### src/rtl/rdi_sb_pkg.sv
// Shared RDI sideband package.
// Holds the message encodings exchanged between the TX/RX bring-up blocks
// and the sideband TX arbiter, plus the arbiter's state/grant types and
// its starvation-guard helper.
package rdi_sb_pkg;

  localparam int MSG_W = 4;

  // Requests originate in TX bring-up; responses originate in RX bring-up.
  localparam logic [MSG_W-1:0] ACTIVE_REQ    = 4'd1;
  localparam logic [MSG_W-1:0] ACTIVE_RSP    = 4'd2;
  localparam logic [MSG_W-1:0] LINKRESET_REQ = 4'd7;
  localparam logic [MSG_W-1:0] LINKRESET_RSP = 4'd8;
  localparam logic [MSG_W-1:0] LINKERROR_REQ = 4'd9;
  localparam logic [MSG_W-1:0] LINKERROR_RSP = 4'd10;
  localparam logic [MSG_W-1:0] RETRAIN_REQ   = 4'd11;
  localparam logic [MSG_W-1:0] RETRAIN_RSP   = 4'd12;
  localparam logic [MSG_W-1:0] DISABLE_REQ   = 4'd13;
  localparam logic [MSG_W-1:0] DISABLE_RSP   = 4'd14;

  // Number of back-to-back response grants after which a waiting request wins.
  localparam logic [1:0] GUARD_LIMIT = 2'd2;

  typedef enum logic [1:0] {
    ST_IDLE = 2'd0,
    ST_SEND = 2'd1,
    ST_DONE = 2'd2
  } arb_state_e;

  typedef enum logic {
    GNT_REQ = 1'b0,
    GNT_RSP = 1'b1
  } grant_e;

  // Responses normally win; a pending request is forced through once the
  // guard counter shows two consecutive response grants.
  function automatic logic pick_req(input logic req_pending,
                                    input logic rsp_pending,
                                    input logic [1:0] guard);
    return req_pending && (!rsp_pending || (guard >= GUARD_LIMIT));
  endfunction

endpackage

### src/rtl/rdi_sb_msg_fifo.sv
// Small message FIFO for one sideband source.
// Ports:
//   lclk, sys_rst      clock, asynchronous active-low reset
//   push, push_msg     write strobe and payload (accepted when not full,
//                      or when full and popped in the same cycle)
//   pop                remove head (ignored when empty)
//   full, empty        occupancy flags, decoded from the pointer registers
//   head               oldest entry
module rdi_sb_msg_fifo
  import rdi_sb_pkg::*;
#(
  parameter int DEPTH = 2
) (
  input  logic             lclk,
  input  logic             sys_rst,
  input  logic             push,
  input  logic [MSG_W-1:0] push_msg,
  input  logic             pop,
  output logic             full,
  output logic             empty,
  output logic [MSG_W-1:0] head
);

  localparam int AW = (DEPTH > 1) ? $clog2(DEPTH) : 1;
  localparam logic [AW:0] PTR_ONE = 1;

  // Pointers carry one extra wrap bit so full and empty are distinguishable.
  logic [AW:0]      wr_ptr;
  logic [AW:0]      rd_ptr;
  logic [MSG_W-1:0] mem [DEPTH];
  logic             wr_en;
  logic             rd_en;

  assign empty = (wr_ptr == rd_ptr);
  assign full  = (wr_ptr[AW] != rd_ptr[AW]) && (wr_ptr[AW-1:0] == rd_ptr[AW-1:0]);
  assign rd_en = pop && !empty;
  assign wr_en = push && (!full || rd_en);
  assign head  = mem[rd_ptr[AW-1:0]];

  always_ff @(posedge lclk or negedge sys_rst) begin
    if (!sys_rst) begin
      wr_ptr <= '0;
      rd_ptr <= '0;
    end else begin
      if (wr_en) wr_ptr <= wr_ptr + PTR_ONE;
      if (rd_en) rd_ptr <= rd_ptr + PTR_ONE;
    end
  end

  // Storage is data only; occupancy is tracked by the pointers.
  always_ff @(posedge lclk) begin
    if (wr_en) mem[wr_ptr[AW-1:0]] <= push_msg;
  end

endmodule

### src/rtl/rdi_sb_tx_arbiter.sv
// Sideband TX arbiter: queues bring-up requests and responses and sends
// them one at a time over the sideband link.
// Ports:
//   lclk, sys_rst            clock, asynchronous active-low reset
//   i_req_msg/i_req_valid    request push from TX bring-up (msg 0 ignored)
//   i_rsp_msg/i_rsp_valid    response push from RX bring-up (msg 0 ignored)
//   o_sb_msg/o_sb_valid      message to the sideband link, 0 when not valid
//   i_sb_ready               link accepts the presented message
//   o_req_done/o_rsp_done    one-cycle pulse after a request/response handshake
//   o_tx_busy                request queued or in flight
//   o_overflow               sticky: a push was dropped on a full queue
module rdi_sb_tx_arbiter
  import rdi_sb_pkg::*;
#(
  parameter int DEPTH = 2
) (
  input  logic             lclk,
  input  logic             sys_rst,
  input  logic [MSG_W-1:0] i_req_msg,
  input  logic             i_req_valid,
  input  logic [MSG_W-1:0] i_rsp_msg,
  input  logic             i_rsp_valid,
  output logic [MSG_W-1:0] o_sb_msg,
  output logic             o_sb_valid,
  input  logic             i_sb_ready,
  output logic             o_req_done,
  output logic             o_rsp_done,
  output logic             o_tx_busy,
  output logic             o_overflow
);

  arb_state_e       state_q, state_d;
  grant_e           grant_q, grant_d;
  logic [1:0]       guard_q, guard_d;
  logic [MSG_W-1:0] msg_q, msg_d;
  logic             overflow_q;

  logic             req_push, rsp_push;
  logic             req_pop, rsp_pop;
  logic             req_full, rsp_full;
  logic             req_empty, rsp_empty;
  logic [MSG_W-1:0] req_head, rsp_head;
  logic             handshake;

  assign req_push  = i_req_valid && (i_req_msg != '0);
  assign rsp_push  = i_rsp_valid && (i_rsp_msg != '0);
  assign handshake = (state_q == ST_SEND) && i_sb_ready;
  // The queue is popped only on handshake, so the head stays in place while
  // the latched copy is presented to the link.
  assign req_pop   = handshake && (grant_q == GNT_REQ);
  assign rsp_pop   = handshake && (grant_q == GNT_RSP);

  rdi_sb_msg_fifo #(.DEPTH(DEPTH)) u_req_fifo (
    .lclk     (lclk),
    .sys_rst  (sys_rst),
    .push     (req_push),
    .push_msg (i_req_msg),
    .pop      (req_pop),
    .full     (req_full),
    .empty    (req_empty),
    .head     (req_head)
  );

  rdi_sb_msg_fifo #(.DEPTH(DEPTH)) u_rsp_fifo (
    .lclk     (lclk),
    .sys_rst  (sys_rst),
    .push     (rsp_push),
    .push_msg (i_rsp_msg),
    .pop      (rsp_pop),
    .full     (rsp_full),
    .empty    (rsp_empty),
    .head     (rsp_head)
  );

  always_comb begin
    state_d = state_q;
    grant_d = grant_q;
    guard_d = guard_q;
    msg_d   = msg_q;
    case (state_q)
      ST_IDLE: begin
        if (!req_empty || !rsp_empty) begin
          state_d = ST_SEND;
          if (pick_req(!req_empty, !rsp_empty, guard_q)) begin
            grant_d = GNT_REQ;
            msg_d   = req_head;
            guard_d = '0;
          end else begin
            grant_d = GNT_RSP;
            msg_d   = rsp_head;
            guard_d = (guard_q < GUARD_LIMIT) ? guard_q + 2'd1 : guard_q;
          end
        end
      end
      ST_SEND: begin
        if (i_sb_ready) state_d = ST_DONE;
      end
      ST_DONE: begin
        state_d = ST_IDLE;
      end
      default: begin
        state_d = ST_IDLE;
      end
    endcase
  end

  always_ff @(posedge lclk or negedge sys_rst) begin
    if (!sys_rst) begin
      state_q    <= ST_IDLE;
      grant_q    <= GNT_RSP;
      guard_q    <= '0;
      overflow_q <= 1'b0;
    end else begin
      state_q    <= state_d;
      grant_q    <= grant_d;
      guard_q    <= guard_d;
      overflow_q <= overflow_q
                    | (req_push && req_full && !req_pop)
                    | (rsp_push && rsp_full && !rsp_pop);
    end
  end

  // Latched message is only observed through the SEND-state gate below.
  always_ff @(posedge lclk) begin
    msg_q <= msg_d;
  end

  // All outputs decode registered state, so an asynchronous reset clears
  // them immediately.
  assign o_sb_valid = (state_q == ST_SEND);
  assign o_sb_msg   = (state_q == ST_SEND) ? msg_q : '0;
  assign o_req_done = (state_q == ST_DONE) && (grant_q == GNT_REQ);
  assign o_rsp_done = (state_q == ST_DONE) && (grant_q == GNT_RSP);
  assign o_tx_busy  = !req_empty
                      || (((state_q == ST_SEND) || (state_q == ST_DONE)) && (grant_q == GNT_REQ));
  assign o_overflow = overflow_q;

endmodule

### config.mk
export PLATFORM = sky130hd
export DESIGN_NAME = rdi_sb_tx_arbiter
export DESIGN_NICKNAME = d
export VERILOG_FILES = /design/src/rtl/rdi_sb_pkg.sv /design/src/rtl/rdi_sb_msg_fifo.sv /design/src/rtl/rdi_sb_tx_arbiter.sv
export SDC_FILE = /design/constraint.sdc
export NUM_CORES = 1
export LEC_CHECK = 0
export ABC_AREA = 1
export BUFFER_PORTS_ARGS = -buffer_cell sky130_fd_sc_hd__buf_2
export CAP_MARGIN = 30
export CORE_ASPECT_RATIO = 0.6
export CORE_MARGIN = 10
export CORE_UTILIZATION = 35
export DETAILED_ROUTE_END_ITERATION = 8
export GPL_TIMING_DRIVEN = 0
export PLACE_DENSITY = 0.61
export SLEW_MARGIN = 15
export SYNTH_ARGS = -nofsm -noshare
export SYNTH_HDL_FRONTEND = slang
export SYNTH_SLANG_ARGS = --single-unit
export TNS_END_PERCENT = 5
### constraint.sdc
create_clock -name lclk -period 5.5 [get_ports lclk]
set_clock_uncertainty 0.1 [all_clocks]
set_input_delay 0.825 -clock lclk [delete_from_list [all_inputs] [get_ports lclk]]
set_output_delay 0.825 -clock lclk [all_outputs]
set_load 0.01 [all_outputs]
==> qor.yml <==
place_congestion: 0.769
io_buffer_count: 21
yosys-top-cells-count: "54 x nand2_1, 20 x edfxtp_1, 20 x inv_1"
final_cell_count_no_fill: 275
drtIter0Drc: 60
grt_pass1_vias: 1220
start_util: 0.371
grt_max_degree: 15
hold_viol: 0
cts_made_buffers: 5
final_util: 0.440
p_comb_frac: 0.421
post-route-min-period_ns: 2.38
switchingPower_uw: 505
post_cts.repair.setup_buffers: 0
rsz0062_at_grt: "no"
die_x_um: 111
routedWlPerCell_um: 12.2
seqCellArea_um2: 952
critical_path_arrival_ns: 1.45
core-area_um2: 4660
grtUsageTotal: 0.0897
syn_avg_cell_area_um2: 9.44
maxCapViolCount: 0
synth_area_leaders: "edfxtp_1 35%, dfrtp_1 19%, nand2_1 12%, ha_1 4.3%, inv_1 4.3%"
drive_gt1_frac: 0.264
insertedDiodeCount: 0
syn-num-nets: 202
ctsResizeCount: 0
max_slew_margin: 0.733
seq_area_frac_synth: 0.551
p_int_uw: 756
drc_errors: 0
first_pass_iters: 4
crit_fanout: 7
drt-total-wl_mm: 3.35
crit_path_start_kind: "flip-flop"
io_pins: 22
min_period_over_period: 0.433
clkSinkCount: 34
synthToLayoutAreaGrowth_pct: 18.6
antenna_left: 0
die_h_um: 74.4
setup_violations: 0
synth_cell_types: 23
std_cell_rows: 19
synth-seq-cells: 34
synth.yosys.warnings: 0
grt_pass1_wl_mm: 5.80
vias: 1214
die_area_um2: 8230
swShare: 0.401
synth_top_cell_by_area: "edfxtp_1"
multiInputGateArea_um2: 666
cp-end-kind: "output port"
crit_type: "flip-flop to output port"
synth-main-ff-cell: "edfxtp_1"
synth_top_area_frac: 0.348
num-nets-final: 230
root_buffer: "clkbuf_8"
vias_per_cell: 4.41
worstHoldPathType: "input port to asynchronous set/reset pin"
powerDensity_nw_per_um2: 616
tns_ns: 0
tightest_slew_ns: 0.397
hpwl_mm: 2.58
fmax_mhz: 420
syn_inst: 183
synth_edf_count: 20
fillers: 481
p_leak_uw: 0.00101
async_reset_ff_frac: 0.412
post-place-cells: 267
power_frac_clock: 0.222
yosysMostFrequentCell: "nand2_1"
h-tree-depth: 2
worst_hold_slack_ns: 0.336
cp.required_ns: 4.58
grt-ovfl-total: 0
cts_tree: "built"
drv_slew: 0
status: "finished, final reports clean"
seq_power_share: 0.357
insertion_delay_ns: 0.29
clockBufferDepth: 2
holdBufCountCts: 0
clk_pin_slew_ns: 0.08
antenna_found_initial: 0
netlist_area_um2: 1730
peakVddDrop_v: 0.000266
## layout by cell type (no fill, tap or decap), types with 4 or more instances in the layout
cell,instances
o21ai_1,5
ha_1,6
inv_2,7
buf_2,21
nand2_2,8
nand2_1,54
dfrtp_1,13
inv_1,20
clkbuf_8,5
nand2_4,4
a21oi_1,7
edfxtp_1,20
mux2i_1,4
nand3_1,8
nor2_1,12
## power by group through the flow
stage	clock [µW]	combinational (µW)	sequential [µW]
6_report	280	531	450
5_1_grt	299	619	462
4_1_cts	285	538	451
3_5_place_dp	0	536	455
3_3_place_gp	0	522	453
2_1_floorplan	0	420	438
## per-layer routing
metal | vias to the layer above | track usage | part of all wire
li1 | 635 | - | -
met1 | 544 | 0.120 | 0.55
met2 | 30 | 0.126 | 0.39
met3 | 5 | 0.0361 | 0.052
met4 | 0 | 0.0345 | 0.010
met5 | - | 0 | 0
## layout make-up
type,instances,share of cell area
plain buffers,1,0.00367
clock buffers,5,0.0336
clock inverters,3,0.0336
inverters,27,0.0495
multi-input cells,121,0.325
flip-flops and latches,34,0.465
well taps,63,0.0385
repair buffers,21,0.0513
## worst paths after layout
path	startpoint	endpoint	slack (ns)	depth (start not counted)
setup / recovery	state_q[1]	o_sb_msg[3]	3.12	5
hold / removal	sys_rst	u_rsp_fifo.rd_ptr[0]	0.34	1
setup reg to reg	state_q[1]	u_req_fifo.mem[1][0]	3.21	8
hold reg to reg	o_overflow	o_overflow	0.38	1
max in group asynchronous	sys_rst	grant_q	4.66	1
min in group lclk	o_overflow	o_overflow	0.38	1
## critical path, cell delays in order, from the launching register on
cell and delay (ns):
dfrtp_1 0.40, inv_1 0.13, ha_1 0.34, nand2_1 0.11, inv_1 0.06, buf_2 0.12
## state kept, by name, summed over array words and instances (netlist names)
name	cells
u_rsp_fifo.rd_ptr	2
u_rsp_fifo.mem	8
u_req_fifo.rd_ptr	2
guard_q	2
u_rsp_fifo.wr_ptr	2
u_req_fifo.wr_ptr	2
grant_q	1
u_req_fifo.mem	8
o_overflow	1
msg_q	4
state_q	2
## cell families after synthesis
family,synth area share
AOI/OAI and AO/OA,0.0536
xor gates and xnor gates,0.0203
DFF,0.551
and+or+nand+nor,0.245
buffers and inverters,0.0630
muxes,0.0232
adders and majority gates,0.0435
## per-stage QoR
step           power, µW  worst slack, ns  area (µm²)
3_5_place_dp         990             3.15        1910
6_report            1260             3.12        2050
2_1_floorplan        858             3.49        1730
3_3_place_gp         975             3.16        1910
4_1_cts             1270             3.10        2050
5_1_grt             1380             3.00        2050
Note: power is estimated with default switching activity, not from simulation.
